`src/rtl/uart_pkg.sv`:
```
// Shared UART definitions: FSM state encoding and oversampling constants,
// used by both the receiver and the transmitter.
package uart_pkg;

  localparam int OVERSAMPLE = 16;
  localparam int MIDSAMPLE  = 7;

  typedef enum logic [2:0] {
    IDLE   = 3'd0,
    START  = 3'd1,
    DATA   = 3'd2,
    STOP   = 3'd3,
    PARITY = 3'd4
  } uart_state_e;

  // True when a 4-bit tick counter has reached the given terminal value.
  function automatic logic tick_at(input logic [3:0] count, input int unsigned target);
    return count == 4'(target);
  endfunction

endpackage

```
`src/rtl/uart_rx_if.sv`:
```
// Receive-side byte interface from uart_rx to its consumer.
// parity_err exists only when UART_RX_PARITY_EN is defined.
interface uart_rx_if #(
  parameter int DBIT = 8
);

  logic [DBIT-1:0] dout;
  logic            rx_done_tick;
  logic            frame_err;
`ifdef UART_RX_PARITY_EN
  logic            parity_err;
`endif

  modport master (
    output dout,
    output rx_done_tick,
    output frame_err
`ifdef UART_RX_PARITY_EN
    ,
    output parity_err
`endif
  );

  modport slave (
    input dout,
    input rx_done_tick,
    input frame_err
`ifdef UART_RX_PARITY_EN
    ,
    input parity_err
`endif
  );

endinterface

```
`src/rtl/uart_sync2.sv`:
```
// Two-flop synchronizer for an asynchronous single-bit input; both stages
// reset to RESET_VAL so an idle-high line does not glitch low out of reset.
module uart_sync2 #(
  parameter logic RESET_VAL = 1'b1
) (
  input  logic clk,
  input  logic reset,
  input  logic d,
  output logic q
);

  logic meta_q;
  logic sync_q;

  // NOTE: non-blocking assignments make each stage take the other's pre-edge
  // value; blocking ones would collapse the chain into a single flop.
  always_ff @(posedge clk or negedge reset) begin
    if (!reset) begin
      meta_q <= RESET_VAL;
      sync_q <= RESET_VAL;
    end else begin
      meta_q <= d;
      sync_q <= meta_q;
    end
  end

  assign q = sync_q;

endmodule

```
`src/rtl/uart_rx.sv`:
```
// UART receiver: 16x-oversampled, centre-sampled start/data/stop recovery.
// Define UART_RX_PARITY_EN to add an even-parity bit and the parity_err output.
module uart_rx
  import uart_pkg::*;
#(
  parameter int DBIT    = 8,
  parameter int SB_TICK = 16
) (
  input  logic      clk,
  input  logic      reset,
  input  logic      s_tick,
  input  logic      rx,
  uart_rx_if.master rx_bus
);

  localparam logic [2:0] BIT_LAST = 3'(DBIT - 1);

  logic            rx_s;
  uart_state_e     state_q, state_d;
  logic            rx_prev_q, rx_prev_d;
  logic [3:0]      count_q, count_d;
  logic [2:0]      bit_count_q, bit_count_d;
  logic [DBIT-1:0] shift_q, shift_d;
  logic [DBIT-1:0] dout_q, dout_d;
  logic            frame_err_q, frame_err_d;
  logic            rx_done_tick_q, rx_done_tick_d;
`ifdef UART_RX_PARITY_EN
  logic            par_bit_q, par_bit_d;
  logic            parity_err_q, parity_err_d;
`endif

  logic start_edge;

  uart_sync2 #(.RESET_VAL(1'b1)) u_sync (
    .clk   (clk),
    .reset (reset),
    .d     (rx),
    .q     (rx_s)
  );

  // A start is a high-to-low transition seen across two consecutive ticks,
  // so a line stuck low cannot re-arm the receiver.
  assign start_edge = !rx_s && rx_prev_q;

  // State register
  always_ff @(posedge clk or negedge reset) begin
    if (!reset) state_q <= IDLE;
    else        state_q <= state_d;
  end

  // Next-state logic
  always_comb begin
    // NOTE: assign a default before any branch so no path leaves a _d
    // unassigned; otherwise synthesis infers a latch.
    state_d = state_q;
    if (s_tick) begin
      unique case (state_q)
        IDLE:  if (start_edge) state_d = START;
        START: if (tick_at(count_q, MIDSAMPLE)) state_d = rx_s ? IDLE : DATA;
        DATA: begin
          if (tick_at(count_q, OVERSAMPLE - 1) && bit_count_q == BIT_LAST) begin
`ifdef UART_RX_PARITY_EN
            state_d = PARITY;
`else
            state_d = STOP;
`endif
          end
        end
`ifdef UART_RX_PARITY_EN
        PARITY: if (tick_at(count_q, OVERSAMPLE - 1)) state_d = STOP;
`endif
        STOP:  if (tick_at(count_q, SB_TICK - 1)) state_d = IDLE;
        default: state_d = IDLE;
      endcase
    end
  end

  // Datapath and registered outputs
  always_comb begin
    rx_prev_d      = s_tick ? rx_s : rx_prev_q;
    count_d        = count_q;
    bit_count_d    = bit_count_q;
    shift_d        = shift_q;
    dout_d         = dout_q;
    frame_err_d    = frame_err_q;
    rx_done_tick_d = 1'b0;
`ifdef UART_RX_PARITY_EN
    par_bit_d      = par_bit_q;
    parity_err_d   = parity_err_q;
`endif
    if (s_tick) begin
      unique case (state_q)
        IDLE: if (start_edge) count_d = '0;
        START: begin
          if (tick_at(count_q, MIDSAMPLE)) begin
            if (!rx_s) begin
              count_d     = '0;
              bit_count_d = '0;
            end
          end else begin
            count_d = count_q + 4'd1;
          end
        end
        DATA: begin
          if (tick_at(count_q, OVERSAMPLE - 1)) begin
            shift_d = {rx_s, shift_q[DBIT-1:1]};
            count_d = '0;
            if (bit_count_q != BIT_LAST) bit_count_d = bit_count_q + 3'd1;
          end else begin
            count_d = count_q + 4'd1;
          end
        end
`ifdef UART_RX_PARITY_EN
        PARITY: begin
          if (tick_at(count_q, OVERSAMPLE - 1)) begin
            par_bit_d = rx_s;
            count_d   = '0;
          end else begin
            count_d = count_q + 4'd1;
          end
        end
`endif
        STOP: begin
          if (tick_at(count_q, SB_TICK - 1)) begin
            dout_d         = shift_q;
            frame_err_d    = ~rx_s;
            rx_done_tick_d = 1'b1;
`ifdef UART_RX_PARITY_EN
            parity_err_d   = ^{shift_q, par_bit_q};
`endif
          end else begin
            count_d = count_q + 4'd1;
          end
        end
        default: count_d = '0;
      endcase
    end
  end

  // NOTE: the shift register is reset like every other flop here; it is a
  // handful of bits, and the reset keeps X out of dout after power-up.
  always_ff @(posedge clk or negedge reset) begin
    if (!reset) begin
      rx_prev_q      <= 1'b1;
      count_q        <= '0;
      bit_count_q    <= '0;
      shift_q        <= '0;
      dout_q         <= '0;
      frame_err_q    <= 1'b0;
      rx_done_tick_q <= 1'b0;
`ifdef UART_RX_PARITY_EN
      par_bit_q      <= 1'b0;
      parity_err_q   <= 1'b0;
`endif
    end else begin
      rx_prev_q      <= rx_prev_d;
      count_q        <= count_d;
      bit_count_q    <= bit_count_d;
      shift_q        <= shift_d;
      dout_q         <= dout_d;
      frame_err_q    <= frame_err_d;
      rx_done_tick_q <= rx_done_tick_d;
`ifdef UART_RX_PARITY_EN
      par_bit_q      <= par_bit_d;
      parity_err_q   <= parity_err_d;
`endif
    end
  end

  // Output logic
  always_comb begin
    rx_bus.dout         = dout_q;
    rx_bus.rx_done_tick = rx_done_tick_q;
    rx_bus.frame_err    = frame_err_q;
`ifdef UART_RX_PARITY_EN
    rx_bus.parity_err   = parity_err_q;
`endif
  end

endmodule

```
`src/flat_wrapper.sv`:
```
// flat-port wrapper written by rule: the top's interface ports become plain ports
module uart_rx_flat import uart_pkg::*;
#(
  parameter int DBIT    = 8,
  parameter int SB_TICK = 16
)
  (clk, reset, s_tick, rx, rx_bus_dout, rx_bus_rx_done_tick, rx_bus_frame_err);
  uart_rx_if #(.DBIT(DBIT)) rx_bus_i ();
  input  logic clk;
  input  logic reset;
  input  logic s_tick;
  input  logic rx;
  output wire logic [$bits(rx_bus_i.dout)-1:0] rx_bus_dout;
  output wire logic [$bits(rx_bus_i.rx_done_tick)-1:0] rx_bus_rx_done_tick;
  output wire logic [$bits(rx_bus_i.frame_err)-1:0] rx_bus_frame_err;
  assign rx_bus_dout = rx_bus_i.dout;
  assign rx_bus_rx_done_tick = rx_bus_i.rx_done_tick;
  assign rx_bus_frame_err = rx_bus_i.frame_err;
  uart_rx #(.DBIT(DBIT), .SB_TICK(SB_TICK)) u_core (.clk(clk), .reset(reset), .s_tick(s_tick), .rx(rx), .rx_bus(rx_bus_i));
endmodule
```
`config.mk`:
```
export PLATFORM = sky130hd
export DESIGN_NAME = uart_rx_flat
export DESIGN_NICKNAME = d
export VERILOG_FILES = /design/src/rtl/uart_pkg.sv /design/src/rtl/uart_rx_if.sv /design/src/rtl/uart_sync2.sv /design/src/rtl/uart_rx.sv /design/src/flat_wrapper.sv
export SDC_FILE = /design/constraint.sdc
export NUM_CORES = 1
export LEC_CHECK = 0
export BUFFER_PORTS_ARGS = -buffer_cell sky130_fd_sc_hd__buf_2
export CAP_MARGIN = 15
export CORE_AREA = 2 2 51 53
export CTS_BUF_LIST = sky130_fd_sc_hd__clkbuf_4 sky130_fd_sc_hd__clkbuf_8 sky130_fd_sc_hd__clkbuf_16
export DETAILED_ROUTE_END_ITERATION = 10
export DIE_AREA = 0 0 53 55
export PLACE_DENSITY_LB_ADDON = 0.3
export REMOVE_ABC_BUFFERS = 1
export SYNTH_ARGS = -nofsm -noshare
export SYNTH_HDL_FRONTEND = slang
export SYNTH_HIERARCHICAL = 1
export SYNTH_SLANG_ARGS = --single-unit
```
`constraint.sdc`:
```
create_clock -name clk -period 3.8 [get_ports clk]
set_input_delay 0.19 -clock clk [delete_from_list [all_inputs] [get_ports clk]]
set_output_delay 0.19 -clock clk [all_outputs]
set_load 0.005 [all_outputs]
```
==> run metrics <==
outcome finished, final reports clean; Final Hold Viols 0; min-delay worst type in -> reg; Yosys reg bits 30; Syn. warnings 6; r2r endpoint u_core/shift_q[6]; final core utilization 64.9%; final setup fails 0; Syn Std Cell Area 0.00140 sq mm; routed len/inst 14.9 um; layout cells sized above 1 43.4%; initial antenna violation count 0; routed via count 880; Crit. End Element register; clock buffer depth 2; clk sinks 30; CP startpoint kind register; Final Max Slew Viols 0; Crit path largest cell delay 0.47 ns; Worst path slowest cell nor3b_4; DRT Pass-1 Iters 4; Syn Area/Cell 13.4 sq um; Antenna Nets Post-Route 0; fraction of the cycle the final worst path needs 48.6%; drt via density 5.79; final wirelength 2260 um; num rows 18; worst r2r path cells 4; drt drc 0; Seq/Total Area, Yosys 53.8%; CP top delay family simple AND/OR/NAND/NOR gates; latest clock arrival within the worst-skew pair 0.33 ns; Post-synth ARST share 100%; core area 0.00236 sq mm; Reg2Reg Launch Point u_core/count_q[0]; I/O pin total 14; CTS buffer count 5; Global Route Usage Sum 19.0%; Crit path arrival time 2.06 ns; CP bufs+invs 0; max frequency 542 MHz; Slew headroom 57.6%; Cell variety after synth 39; CTS tree done; worst path required time 4.01 ns; Post-synth EDFFs 0; Filler cells 182; Static Leakage 0.787 nW; largest net degree at the start of global routing 31; n_diodes 0; area grow syn2layout 9.46%; Final Cell Area 0.00154 sq mm; H-tree levels 2; WHS Endpoint u_core/state_q[0]; CP Class reg -> reg; Iteration-0 DRC Markers 26; worst-path maximum fanout 9; Cells after Synth 105; Hold Path Origin s_tick; first-pass GRT wire length 3840 um; die width 53 um; critical path, cell by cell ha_1, nand4_4, nor3b_4, mux2_2; die area 0.00292 sq mm; unrepaired setup endpoints after global routing no; DR top layer met4; min Tclk post-route 1.85 ns; post-CTS setup buffer count 0; global route total overflow 0; vias in the first global route 853; placer congestion estimate 0.795; met2 WL 1090 um; flop-to-flop setup slack 1.95 ns; actual slew at the worst max-slew pin 0.636 ns; setup tns final 0 ns; M1 wire length 1060 um; ys flop type dfrtp_1; Peak VDD IR 0.357 mV; clock skew after layout 0.0122 ns; hpwl dp 1550 um; MaxCap Viol Count 0; final net count 128; Initial Utilization 59.3%; Placed Area 0.00146 sq mm; Die Height 55 um; Reg clk slew, reported paths 0.09 ns; clk root buf clkbuf_4; number of port buffers 13; Pwr Density 513 mW/mm^2; met3 routed WL 98 um; Hold Path Stages 3
==> worst reg2reg max path, stage by stage, from the launching register on <==
cell     delay (ns)
dfrtp_1        0.39
ha_1           0.30
nand4_4        0.18
nor3b_4        0.47
mux2_2         0.40
==> metrics by stage <==
stage | worst slack (ns) | hold slack, ns | instances | power (mW)
4_1_cts | 1.93 | 0.183 | 152 | 0.793
2_1_floorplan | 2.14 | -0.106 | 99 | 0.560
6_report | 1.95 | 0.192 | 152 | 0.788
5_1_grt | 1.82 | 0.194 | 152 | 0.844
3_5_place_dp | 1.96 | 0.249 | 142 | 0.609
3_3_place_gp | 2.02 | 0.247 | 142 | 0.599
==> Yosys cell counts, drive strengths merged, types with 3 or more instances <==
cell type	number	area (sq um)
dfrtp	27	676
mux2	20	225
nor2	7	28.8
buf	5	41.3
nand2	4	15.0
dfstp	3	78.8
ha	3	37.5
o31ai	3	22.5
==> worst max path at each step <==
stage,startpoint,end,slack [ns],cells past startpoint
final,u_core/count_q[0],u_core/shift_q[6],1.95,4
after global routing,u_core/count_q[0],u_core/shift_q[6],1.82,4
after CTS,u_core/count_q[0],u_core/shift_q[6],1.93,4
after detailed placement,u_core/count_q[0],u_core/shift_q[6],1.96,4
after global placement,u_core/count_q[0],u_core/shift_q[2],2.02,4
after floorplan,u_core/count_q[0],u_core/shift_q[0],2.14,4
==> logic make-up (layout without fill, tap and decap cells) <==
kind of cell             after synthesis  in the layout  synth area share, %
flip-flops                            30             30                 53.8
buffers and inverters                  7             24                 3.48
adder cells (fa/ha/maj)                3              3                 2.68
AND/OR/NAND/NOR                       25             25                 12.0
AO/OA/AOI/OAI                         19             19                 11.3
multiplexers                          21             21                 16.8
==> power breakdown <==
part           internal, mW  switching (mW)  total [mW]
logic                0.0885          0.0920       0.181
registers             0.355          0.0709       0.426
clock network        0.0774           0.104       0.181
==> cells in the final DEF, fill, tap and decap left out, drive strengths merged, types with 2 or more instances in the layout <==
cell | Yosys | layout
nor2 | 7 | 7
mux2 | 20 | 20
a22o | 2 | 2
o31ai | 3 | 3
dfrtp | 27 | 27
o21ai | 2 | 2
nor2b | 2 | 2
nand2 | 4 | 4
o211ai | 2 | 2
dlygate4sd3 | 0 | 2
and3 | 2 | 2
nor3b | 2 | 2
ha | 3 | 3
buf | 5 | 13
and2 | 2 | 2
clkinv | 0 | 2
dfstp | 3 | 3
clkbuf | 1 | 6
==> layer usage <==
layer	up-vias	global-route usage (%)
li1	420	-
met1	442	23.8
met2	16	29.8
met3	2	8.06
met4	0	6.41
met5	-	0
==> registers in the layout (all words and copies together), names as in the netlist <==
name and flops:
u_core/bit_count_q 3, u_core/count_q 4, u_core/rx_bus.dout 8, u_core/rx_bus.frame_err 1, u_core/rx_bus.rx_done_tick 1, u_core/rx_prev_q 1, u_core/shift_q 8, u_core/state_q 2
u_core/u_sync/meta_q 1, u_core/u_sync/q 1
==> final cells by class <==
class | instances | area (sq um) | share of cell area, %
Clock buffer | 6 | 45.0 | 2.93
Clock inverter | 2 | 10.0 | 0.652
Inverter | 1 | 3.75 | 0.244
Multi-Input combinational cell | 68 | 599 | 39.0
Sequential cell | 30 | 754 | 49.1
Tap cell | 30 | 37.5 | 2.44
Timing Repair Buffer | 15 | 85.1 | 5.54
==> repair_timing <==
item	4_1_cts	5_1_grt
hold endpoints to repair	28	0
hold buffers	2	0
endpoints found under the setup margin	0	0
resized for setup	0	0
Power figures use the tool's default switching activity.
